**src/rtl/reflet_uart_bridge_pkg.sv**
```systemverilog
// Shared constants for the UART-to-bus bridge.
//   - host command codes and the acknowledge byte
//   - command FSM state encodings
//   - receiver state type used by the serial PHY
//   - bit-period divider helper
package reflet_uart_bridge_pkg;

  localparam logic [7:0] CMD_WRITE = 8'h57;  // 'W'
  localparam logic [7:0] CMD_READ  = 8'h52;  // 'R'
  localparam logic [7:0] ACK_BYTE  = 8'h4B;  // 'K'

  localparam logic [2:0] ST_IDLE   = 3'd0;
  localparam logic [2:0] ST_ADDR   = 3'd1;
  localparam logic [2:0] ST_DATA   = 3'd2;
  localparam logic [2:0] ST_BUS_WR = 3'd3;
  localparam logic [2:0] ST_BUS_RD = 3'd4;
  localparam logic [2:0] ST_SEND   = 3'd5;
  localparam logic [2:0] ST_ACK    = 3'd6;

  typedef enum logic [1:0] {
    RX_IDLE  = 2'd0,
    RX_START = 2'd1,
    RX_DATA  = 2'd2,
    RX_STOP  = 2'd3
  } rx_state_e;

  // Clocks per serial bit; integer truncation is intended.
  function automatic int bit_divider(input int clk_freq, input int baud);
    return clk_freq / baud;
  endfunction

endpackage

```
**src/rtl/reflet_uart_bridge_if.sv**
```systemverilog
// System-bus side of the UART bridge.
//   bus_addr     : address driven by the bridge
//   bus_write_en : one-cycle write strobe
//   bus_data_out : write data
//   bus_data_in  : combinational read data returned by the bus
// master = the bridge, slave = the memory/peripheral side.
interface reflet_uart_bridge_if #(
  parameter int wordsize  = 16,
  parameter int addr_size = 16
);
  logic [addr_size-1:0] bus_addr;
  logic                 bus_write_en;
  logic [wordsize-1:0]  bus_data_out;
  logic [wordsize-1:0]  bus_data_in;

  modport master (
    output bus_addr,
    output bus_write_en,
    output bus_data_out,
    input  bus_data_in
  );

  modport slave (
    input  bus_addr,
    input  bus_write_en,
    input  bus_data_out,
    output bus_data_in
  );
endinterface

```
**src/rtl/reflet_uart_bridge_phy.sv**
```systemverilog
// 8N1 serial PHY for the UART bridge.
// Ports:
//   clk, reset    : clock, asynchronous active-low reset
//   rx            : serial input (asynchronous, idle high)
//   tx            : serial output (idle high)
//   rx_byte       : last received byte, valid with rx_valid
//   rx_valid      : one-cycle pulse, byte received with a good stop bit
//   rx_frame_err  : one-cycle pulse, stop bit sampled low (byte dropped)
//   tx_data       : byte to send, taken when tx_start is high
//   tx_start      : request to send tx_data; honoured only when tx_ready
//   tx_ready      : transmitter idle
module reflet_uart_bridge_phy
  import reflet_uart_bridge_pkg::*;
#(
  parameter int divider = 10
) (
  input  logic       clk,
  input  logic       reset,
  input  logic       rx,
  output logic       tx,
  output logic [7:0] rx_byte,
  output logic       rx_valid,
  output logic       rx_frame_err,
  input  logic [7:0] tx_data,
  input  logic       tx_start,
  output logic       tx_ready
);

  localparam int CW = $clog2(divider + 1);
  localparam logic [CW-1:0] FULL_LOAD = CW'(divider - 1);
  localparam logic [CW-1:0] HALF_LOAD = CW'(divider / 2 - 1);

  logic rx_meta, rx_sync, rx_prev;

  always_ff @(posedge clk or negedge reset) begin
    if (!reset) begin
      rx_meta <= 1'b1;
      rx_sync <= 1'b1;
      rx_prev <= 1'b1;
    end else begin
      rx_meta <= rx;
      rx_sync <= rx_meta;
      rx_prev <= rx_sync;
    end
  end

  rx_state_e     rx_state;
  logic [CW-1:0] rx_cnt;
  logic [2:0]    rx_bit;
  logic [7:0]    rx_shift;

  // Start bit is re-checked at its centre so that short low glitches are
  // dropped; every later sample lands one full period after the previous.
  always_ff @(posedge clk or negedge reset) begin
    if (!reset) begin
      rx_state     <= RX_IDLE;
      rx_cnt       <= '0;
      rx_bit       <= '0;
      rx_shift     <= '0;
      rx_valid     <= 1'b0;
      rx_frame_err <= 1'b0;
    end else begin
      rx_valid     <= 1'b0;
      rx_frame_err <= 1'b0;
      case (rx_state)
        RX_IDLE: begin
          if (rx_prev && !rx_sync) begin
            rx_state <= RX_START;
            rx_cnt   <= HALF_LOAD;
          end
        end
        RX_START: begin
          if (rx_cnt == '0) begin
            if (rx_sync) begin
              rx_state <= RX_IDLE;
            end else begin
              rx_state <= RX_DATA;
              rx_cnt   <= FULL_LOAD;
              rx_bit   <= 3'd0;
            end
          end else begin
            rx_cnt <= rx_cnt - 1'b1;
          end
        end
        RX_DATA: begin
          if (rx_cnt == '0) begin
            rx_shift <= {rx_sync, rx_shift[7:1]};
            rx_cnt   <= FULL_LOAD;
            rx_bit   <= rx_bit + 3'd1;
            if (rx_bit == 3'd7) rx_state <= RX_STOP;
          end else begin
            rx_cnt <= rx_cnt - 1'b1;
          end
        end
        RX_STOP: begin
          if (rx_cnt == '0) begin
            rx_state <= RX_IDLE;
            if (rx_sync) rx_valid     <= 1'b1;
            else         rx_frame_err <= 1'b1;
          end else begin
            rx_cnt <= rx_cnt - 1'b1;
          end
        end
        default: rx_state <= RX_IDLE;
      endcase
    end
  end

  assign rx_byte = rx_shift;

  logic [CW-1:0] tx_cnt;
  logic [3:0]    tx_bits;   // bit periods left in the current frame
  logic [7:0]    tx_shift;

  // The start bit is driven on the accept cycle; each expiry of the period
  // counter moves to the next bit. Ones are shifted in behind the data so
  // the stop bit falls out of the shifter after the eighth data bit.
  always_ff @(posedge clk or negedge reset) begin
    if (!reset) begin
      tx       <= 1'b1;
      tx_cnt   <= '0;
      tx_bits  <= '0;
      tx_shift <= '0;
    end else if (tx_bits == 4'd0) begin
      if (tx_start) begin
        tx       <= 1'b0;
        tx_shift <= tx_data;
        tx_bits  <= 4'd10;
        tx_cnt   <= FULL_LOAD;
      end
    end else if (tx_cnt == '0) begin
      tx       <= tx_shift[0];
      tx_shift <= {1'b1, tx_shift[7:1]};
      tx_bits  <= tx_bits - 4'd1;
      tx_cnt   <= FULL_LOAD;
    end else begin
      tx_cnt <= tx_cnt - 1'b1;
    end
  end

  assign tx_ready = (tx_bits == 4'd0);

endmodule

```
**src/rtl/reflet_uart_bridge.sv**
```systemverilog
// UART-driven bus initiator: a host issues write ('W') and read ('R')
// commands over 8N1 serial; the bridge performs the bus access and answers
// with 'K' (write) or the read word, LSB first.
// Ports:
//   clk, reset : clock, asynchronous active-low reset
//   rx, tx     : serial link to the host
//   busy       : high while a command is in progress (CPU hold request)
//   bus        : bus master port (address, write strobe, write/read data)
//
// state     | meaning
// ----------+----------------------------------------------------
// ST_IDLE   | waiting for a command byte, other bytes ignored
// ST_ADDR   | collecting address bytes, LSB first
// ST_DATA   | collecting write data bytes, LSB first
// ST_BUS_WR | single-cycle write strobe
// ST_BUS_RD | single-cycle read, bus_data_in captured
// ST_SEND   | transmitting the captured word, LSB first
// ST_ACK    | transmitting the 'K' acknowledge
module reflet_uart_bridge
  import reflet_uart_bridge_pkg::*;
#(
  parameter int wordsize  = 16,
  parameter int addr_size = 16,
  parameter int clk_freq  = 1000000,
  parameter int baud      = 9600
) (
  input  logic clk,
  input  logic reset,
  input  logic rx,
  output logic tx,
  output logic busy,
  reflet_uart_bridge_if.master bus
);

  localparam int ADDR_BYTES = addr_size / 8;
  localparam int DATA_BYTES = wordsize / 8;
  localparam int DIVIDER    = bit_divider(clk_freq, baud);

  logic [7:0] rx_byte;
  logic       rx_valid;
  logic       rx_frame_err;
  logic [7:0] tx_data;
  logic       tx_start;
  logic       tx_ready;

  reflet_uart_bridge_phy #(
    .divider(DIVIDER)
  ) u_phy (
    .clk         (clk),
    .reset       (reset),
    .rx          (rx),
    .tx          (tx),
    .rx_byte     (rx_byte),
    .rx_valid    (rx_valid),
    .rx_frame_err(rx_frame_err),
    .tx_data     (tx_data),
    .tx_start    (tx_start),
    .tx_ready    (tx_ready)
  );

  logic [2:0]           state;
  logic                 is_write;
  logic [7:0]           byte_cnt;
  logic [addr_size-1:0] addr_acc;
  logic [addr_size-1:0] addr_next;
  logic [addr_size-1:0] addr_q;
  logic [wordsize-1:0]  data_acc;
  logic [wordsize-1:0]  data_next;
  logic [wordsize-1:0]  data_q;
  logic [wordsize-1:0]  rd_shift;

  // Bytes arrive LSB first: each new byte enters at the top and the
  // accumulator shifts down, so after the last byte it is aligned.
  assign addr_next = (addr_acc >> 8) | (addr_size'(rx_byte) << (addr_size - 8));
  assign data_next = (data_acc >> 8) | (wordsize'(rx_byte) << (wordsize - 8));

  // Assembly happens in addr_acc/data_acc; the bus registers are loaded only
  // on entry to a bus cycle so they hold steady between commands.
  always_ff @(posedge clk or negedge reset) begin
    if (!reset) begin
      state    <= ST_IDLE;
      is_write <= 1'b0;
      byte_cnt <= '0;
      addr_acc <= '0;
      data_acc <= '0;
      addr_q   <= '0;
      data_q   <= '0;
      rd_shift <= '0;
    end else begin
      case (state)
        ST_IDLE: begin
          if (rx_valid && (rx_byte == CMD_WRITE || rx_byte == CMD_READ)) begin
            state    <= ST_ADDR;
            is_write <= (rx_byte == CMD_WRITE);
            byte_cnt <= '0;
          end
        end
        ST_ADDR: begin
          if (rx_frame_err) begin
            state <= ST_IDLE;
          end else if (rx_valid) begin
            addr_acc <= addr_next;
            byte_cnt <= byte_cnt + 8'd1;
            if (byte_cnt == 8'(ADDR_BYTES - 1)) begin
              byte_cnt <= '0;
              if (is_write) begin
                state <= ST_DATA;
              end else begin
                state  <= ST_BUS_RD;
                addr_q <= addr_next;
              end
            end
          end
        end
        ST_DATA: begin
          if (rx_frame_err) begin
            state <= ST_IDLE;
          end else if (rx_valid) begin
            data_acc <= data_next;
            byte_cnt <= byte_cnt + 8'd1;
            if (byte_cnt == 8'(DATA_BYTES - 1)) begin
              byte_cnt <= '0;
              state    <= ST_BUS_WR;
              addr_q   <= addr_acc;
              data_q   <= data_next;
            end
          end
        end
        ST_BUS_WR: begin
          state    <= ST_ACK;
          byte_cnt <= '0;
        end
        ST_BUS_RD: begin
          rd_shift <= bus.bus_data_in;
          state    <= ST_SEND;
          byte_cnt <= '0;
        end
        // byte_cnt counts bytes handed to the PHY; the state is left only
        // once the PHY is idle again, so busy covers the final stop bit.
        ST_SEND: begin
          if (tx_ready) begin
            if (byte_cnt == 8'(DATA_BYTES)) begin
              state <= ST_IDLE;
            end else begin
              byte_cnt <= byte_cnt + 8'd1;
              rd_shift <= rd_shift >> 8;
            end
          end
        end
        ST_ACK: begin
          if (tx_ready) begin
            if (byte_cnt == 8'd1) state <= ST_IDLE;
            else                  byte_cnt <= byte_cnt + 8'd1;
          end
        end
        default: state <= ST_IDLE;
      endcase
    end
  end

  assign tx_start = tx_ready &&
                    (((state == ST_SEND) && (byte_cnt != 8'(DATA_BYTES))) ||
                     ((state == ST_ACK) && (byte_cnt == 8'd0)));
  assign tx_data  = (state == ST_ACK) ? ACK_BYTE : rd_shift[7:0];

  assign busy             = (state != ST_IDLE);
  assign bus.bus_addr     = addr_q;
  assign bus.bus_write_en = (state == ST_BUS_WR);
  assign bus.bus_data_out = data_q;

endmodule

```
**src/flat_wrapper.sv**
```systemverilog
// flat-port wrapper written by rule: the top's interface ports become plain ports
module reflet_uart_bridge_flat import reflet_uart_bridge_pkg::*;
#(
  parameter int wordsize  = 16,
  parameter int addr_size = 16,
  parameter int clk_freq  = 1000000,
  parameter int baud      = 9600
)
  (clk, reset, rx, tx, busy, bus_bus_addr, bus_bus_write_en, bus_bus_data_out, bus_bus_data_in);
  reflet_uart_bridge_if #(.wordsize(wordsize), .addr_size(addr_size)) bus_i ();
  input  logic clk;
  input  logic reset;
  input  logic rx;
  output logic tx;
  output logic busy;
  output wire logic [$bits(bus_i.bus_addr)-1:0] bus_bus_addr;
  output wire logic [$bits(bus_i.bus_write_en)-1:0] bus_bus_write_en;
  output wire logic [$bits(bus_i.bus_data_out)-1:0] bus_bus_data_out;
  input wire logic [$bits(bus_i.bus_data_in)-1:0] bus_bus_data_in;
  assign bus_bus_addr = bus_i.bus_addr;
  assign bus_bus_write_en = bus_i.bus_write_en;
  assign bus_bus_data_out = bus_i.bus_data_out;
  assign bus_i.bus_data_in = bus_bus_data_in;
  reflet_uart_bridge #(.wordsize(wordsize), .addr_size(addr_size), .clk_freq(clk_freq), .baud(baud)) u_core (.clk(clk), .reset(reset), .rx(rx), .tx(tx), .busy(busy), .bus(bus_i));
endmodule
```
**config.mk**
```make
export PLATFORM = sky130hd
export DESIGN_NAME = reflet_uart_bridge_flat
export DESIGN_NICKNAME = d
export VERILOG_FILES = /design/src/rtl/reflet_uart_bridge_pkg.sv /design/src/rtl/reflet_uart_bridge_if.sv /design/src/rtl/reflet_uart_bridge_phy.sv /design/src/rtl/reflet_uart_bridge.sv /design/src/flat_wrapper.sv
export SDC_FILE = /design/constraint.sdc
export NUM_CORES = 1
export LEC_CHECK = 0
export CORE_MARGIN = 2
export CORE_UTILIZATION = 30
export CTS_CLUSTER_SIZE = 25
export DETAILED_ROUTE_END_ITERATION = 8
export DONT_BUFFER_PORTS = 1
export GPL_ROUTABILITY_DRIVEN = 0
export GPL_TIMING_DRIVEN = 0
export PLACE_DENSITY = 0.53
export SLEW_MARGIN = 20
export SYNTH_ARGS = -nofsm -noshare
export SYNTH_HDL_FRONTEND = slang
export SYNTH_SLANG_ARGS = --single-unit
```
**constraint.sdc**
```tcl
create_clock -name clk -period 5.3 [get_ports clk]
set_clock_uncertainty 0.05 [all_clocks]
set_input_delay 1.325 -clock clk [delete_from_list [all_inputs] [get_ports clk]]
set_output_delay 1.325 -clock clk [all_outputs]
set_load 0.05 [all_outputs]
```
Word level (Yosys, flattened, before mapping)
Index checks and enable logic that the tools add are counted.
- add/subtract/negate cells: 5
- equal/unequal tests: 44
- mux-type cells: 69
- bitwise logic cells: 3
- reduce and logical (&&, ||, !) cells: 35
- operators by type and width (kind ; number):
    two-way mux 16 bit ; 9
    two-way mux 8 bit ; 12
    one-hot mux 16 bit (2 select lines) ; 2
    two-way mux 7 bit ; 8
    two-way mux 3 bit ; 15
    one-hot mux 8 bit (5 select lines) ; 1
    OR 8 x 16 -> 16 bit ; 2
    inequality test 2 bit, second input constant ; 15
    one-hot mux 7 bit (4 select lines) ; 1
    one-hot mux 3 bit (7 select lines) ; 1
    inequality test 2 x 1 -> 1 bit, second input constant ; 9
    equality test 8 x 7 -> 1 bit, second input constant ; 2
    AND reduction 8 bit ; 2
    logical NOT 7 bit ; 2
    subtractor 7 x 1 -> 7 bit, second input constant ; 2
    equality test 3 bit, second input constant ; 4
    two-way mux 2 bit ; 6
    two-way mux 4 bit ; 3
    AND reduction 3 bit ; 4
    two-way mux 1 bit ; 9
    inequality test 3 bit, second input constant ; 3
    AND reduction 9 bit ; 1
    adder 8 x 1 -> 8 bit, second input constant ; 1
    equality test 8 x 1 -> 1 bit, second input constant ; 1
    other kinds (26) ; 41
- register bits after elaboration: 137
- bits of input ports: 19
- output and inout port bits: 35
- word-level logic and storage cells: 177

Longest topological paths before layout
- depth in word-level cells: 6
- gate-level depth with buffers: 9
- mapped depth without buffers: 7

Modules after synthesis
A second synthesis with hierarchy kept.
- cells, all modules: 562
- area total of the unflattened synthesis: 6329.8 µm²
- modules (own cells, without submodules) (module ; instances ; cells each ; area an instance (µm²) ; seq. area each (µm²)):
    reflet_uart_bridge ; 1 ; 339 ; 4040.1 ; 2102.0
    reflet_uart_bridge_phy ; 1 ; 223 ; 2289.7 ; 1131.1

Worst setup path before layout
OpenSTA, ideal clock, no wires.
- kind: flip-flop to output port
- start: register u_core.state[0]
- end: output bus_bus_write_en
- arrival time: 1.411 ns
- data required time: 3.925 ns
- path slack: 2.514 ns
- stages on the path, launching flop included: 4
- buffers on the path: 2
- cell sequence: dfrtp_1 > clkbuf_1 > clkbuf_1 > and3b_1
- longest elaborated chain between the ends: 1
- RTL lines (item ; RTL line ; text):
    start, declared ; reflet_uart_bridge.sv:61 ; logic [2:0] state;
    start signal, assigned ; reflet_uart_bridge.sv:81 ; state <= ST_IDLE;
    start signal, assigned ; reflet_uart_bridge.sv:93 ; state <= ST_ADDR;
    start signal, assigned ; reflet_uart_bridge.sv:100 ; state <= ST_IDLE;
    equality test 3 x 2 -> 1 bit ; reflet_uart_bridge.sv:168 ; assign bus.bus_write_en = (state == ST_BUS_WR);
    end, declared ; flat_wrapper.sv:17 ; output wire logic [$bits(bus_i.bus_write_en)-1:0] bus_bus_write_en;
No other way between the ends.

Worst setup path after layout
Same ends and word-level chain as after synthesis.

==> run summary <==
M3 GR Usage: 0.0342
Core Area: 20200 sq um
Sw frac: 0.260
Wire length per cell: 15.3 um
Crit path DAT: 2160 ps
Max-cap violations: 0
Tcrit/Tclk final: 0.666
Fmax: 283 MHz
RR Startpoint: u_core.u_phy.tx_bits[0]
Avg Cell Area, Syn: 10.6 sq um
CP max FO: 10
Sequential Power Share: 0.421
Cell internal pwr: 0.00187 W
Seq/Total Area, Yosys: 0.527
Antenna violations before repair: 0
Worst Tran Pin Value: 795 ps
Clk network pwr share: 0.458
Die area: 21600 sq um
Via count: 4432
GRT Overall Usage: 0.127
RSZ-0062 raised after global routing: false
Top FF cell, synth: dfrtp_1
Global-route wire length before repair: 22.4 mm
Synth top cells by count: dfrtp_1 (125), nand2_1 (52), o21ai_0 (48)
IO buf count: 0
Final min period: 3530 ps
Net load switching power: 0.000655 W
Critical path startpoint category: flip-flop
Power consumption: 0.00252 W
Via density: 5.04
Fin. Hold Viols: 0
CTS sink count: 129
Setup CP Type: flip-flop to primary output
Power per Cell Area: 357 nW/um^2
Yosys warning total: 0
Setup Buffers After CTS: 0
R2R Setup Slk: 2710 ps
Vias in the first global route: 4424
Post-layout util: 0.350
Root buffer cell: clkbuf_16
Status: finished, final reports clean
Pre-antenna DRT Iters: 4
Worst R2R End: u_core.rd_shift[14]
R2r worst-path depth: 8
Synth cell types: 62
Yosys top cell by area: dfrtp_1
Clock latency on the worst-skew pair: 420 ps
Clock slew at reported path FFs: 60 ps
I/O Pins: 54
Top cell type's share of synthesized area: 0.510
Nets: 632
Initial core utilization: 0.304
DP Wirelength: 9.20 mm
Drt initial violations: 272
Count leader, synth: dfrtp_1
Largest net degree at the start of global routing: 130
EDFF count, synth: 0
Die Y: 147 um
Row cnt: 52
Post-Syn Instances: 579
Total wire length: 13.5 mm
Cts hold-fix bufs: 0
Met1 Usage GRT: 0.169
LEAKAGE: 3.22 nW
Maximum vdd drop: 0.208 mV
Clock buffer count from CTS: 17
ANT cells: 0
WHS: 306 ps
Comb pwr share: 0.121
Slew Viols, Final: 0
Layout cells sized above 1: 0.162
GRT Max-Usage Layer: met2
Largest cells by area after synthesis: dfrtp_1 (51%), mux2_2 (8.6%), o21ai_0 (3.9%)
H-tree Lvls: 4
CTS max path bufs: 2
CTS tree: built
Post-CTS sizing: 0
Worst Setup End Kind: primary output
Drt drc: 0
GRT met2 Usage: 0.203
Crit path capture: bus_bus_write_en
Register bit total from synthesis: 129
FFs w/ async S/R, synth: 1.00
Fin Setup TNS: 0 ps
Critical Path RT: 3920 ps
Syn_nets: 613
Grt total ovfl: 0
Final Setup Violations: 0
Hold crit path type: flip-flop to flip-flop
Final ANT Viol Nets: 0
Slew headroom: 0.463
Mapped Area: 6130 sq um
Layout Area Growth over Synthesis: 15.1%
Die Width: 147 um
Cell Area, Placed: 6470 sq um
CP startpoint: u_core.state[0]
Final Instance Area: 7050 sq um
-- area by class of cell --
| type | instances | area (sq um) |
|---|---|---|
| buffer | 28 | 125 |
| clock buffer | 20 | 457 |
| clock inverter | 11 | 130 |
| fill | 2030 | 13100 |
| inverter | 27 | 101 |
| multi-input combinational | 395 | 2670 |
| sequential | 129 | 3230 |
| tap | 270 | 338 |
-- power groups by stage --
stage / registers, W / logic, W / clock network, W
final: 0.00106 / 0.000306 / 0.00116
after global routing: 0.00107 / 0.000347 / 0.00123
after CTS: 0.00106 / 0.000305 / 0.00118
after detailed placement: 0.00108 / 0.000303 / 0
after global placement: 0.00108 / 0.000294 / 0
after floorplan: 0.00107 / 0.000245 / 0
-- cells by family (layout without fill, tap and decap cells) --
logic type	count (synthesis)	in the layout	share of synthesized area
AOI/OAI and AO/OA	144	144	0.145
xor gates and xnor gates	2	2	0.00286
adders and majority gates	15	15	0.0306
buffers and inverters	55	86	0.0369
DFF	129	129	0.527
muxes	68	68	0.121
and+or+nand+nor	166	166	0.136
-- per-stage QoR --
step	worst slack (ps)	cells
floorplan	2510	579
global placement	2240	849
detailed placement	2240	849
CTS	1790	880
global route	1620	880
finish	1770	880
-- worst min-delay path by stage --
stage	from	cells past startpoint	end	slack, ps
final	u_core.u_phy.rx_meta	0	u_core.u_phy.rx_sync	310
after global routing	u_core.u_phy.rx_meta	0	u_core.u_phy.rx_sync	310
after CTS	u_core.u_phy.rx_meta	0	u_core.u_phy.rx_sync	310
after detailed placement	u_core.u_phy.rx_meta	0	u_core.u_phy.rx_sync	300
after global placement	u_core.u_phy.rx_meta	0	u_core.u_phy.rx_sync	300
after floorplan	u_core.u_phy.rx_meta	0	u_core.u_phy.rx_sync	300
-- layer usage --
| layer | routed length, um | up-vias |
|---|---|---|
| li1 | - | 2125 |
| met1 | 6360 | 2206 |
| met2 | 6400 | 88 |
| met3 | 563 | 13 |
| met4 | 129 | 0 |
| met5 | 0 | - |
-- state kept, by name, summed over array words and instances, names as in the netlist, named ones only --
register,flops
u_core.u_phy.rx_byte,8
u_core.state,3
u_core.u_phy.rx_meta,1
u_core.u_phy.tx_shift,8
u_core.is_write,1
u_core.u_phy.rx_state,1
u_core.bus.bus_addr,16
u_core.rd_shift,16
u_core.u_phy.tx_cnt,7
u_core.u_phy.rx_valid,1
u_core.u_phy.rx_frame_err,1
u_core.addr_acc,16
u_core.u_phy.tx_bits,4
u_core.u_phy.rx_cnt,7
u_core.u_phy.rx_prev,1
u_core.u_phy.rx_sync,1
u_core.u_phy.tx,1
u_core.bus.bus_data_out,16
u_core.u_phy.rx_bit,3
u_core.data_acc,8
u_core.byte_cnt,8
-- layout by cell type, fill, tap and decap left out, types with 8 or more instances in the layout --
cell type and n:
dfrtp_1 125, nand2_1 52, o21ai_0 48, mux2_2 47, nor2_1 34, a21oi_1 34, inv_1 27, clkbuf_1 18
mux2i_1 18, nand3_1 18, clkbuf_16 17, ha_1 15, nor3_1 10, o21ai_1 10, and3_1 8, nor4_1 8
-- worst max-delay path: stages, from the launching register on --
cell	delay [ps]
dfrtp_1	410
clkbuf_1	350
clkbuf_1	390
and3b_1	590
(Power assumes the default switching activity.)
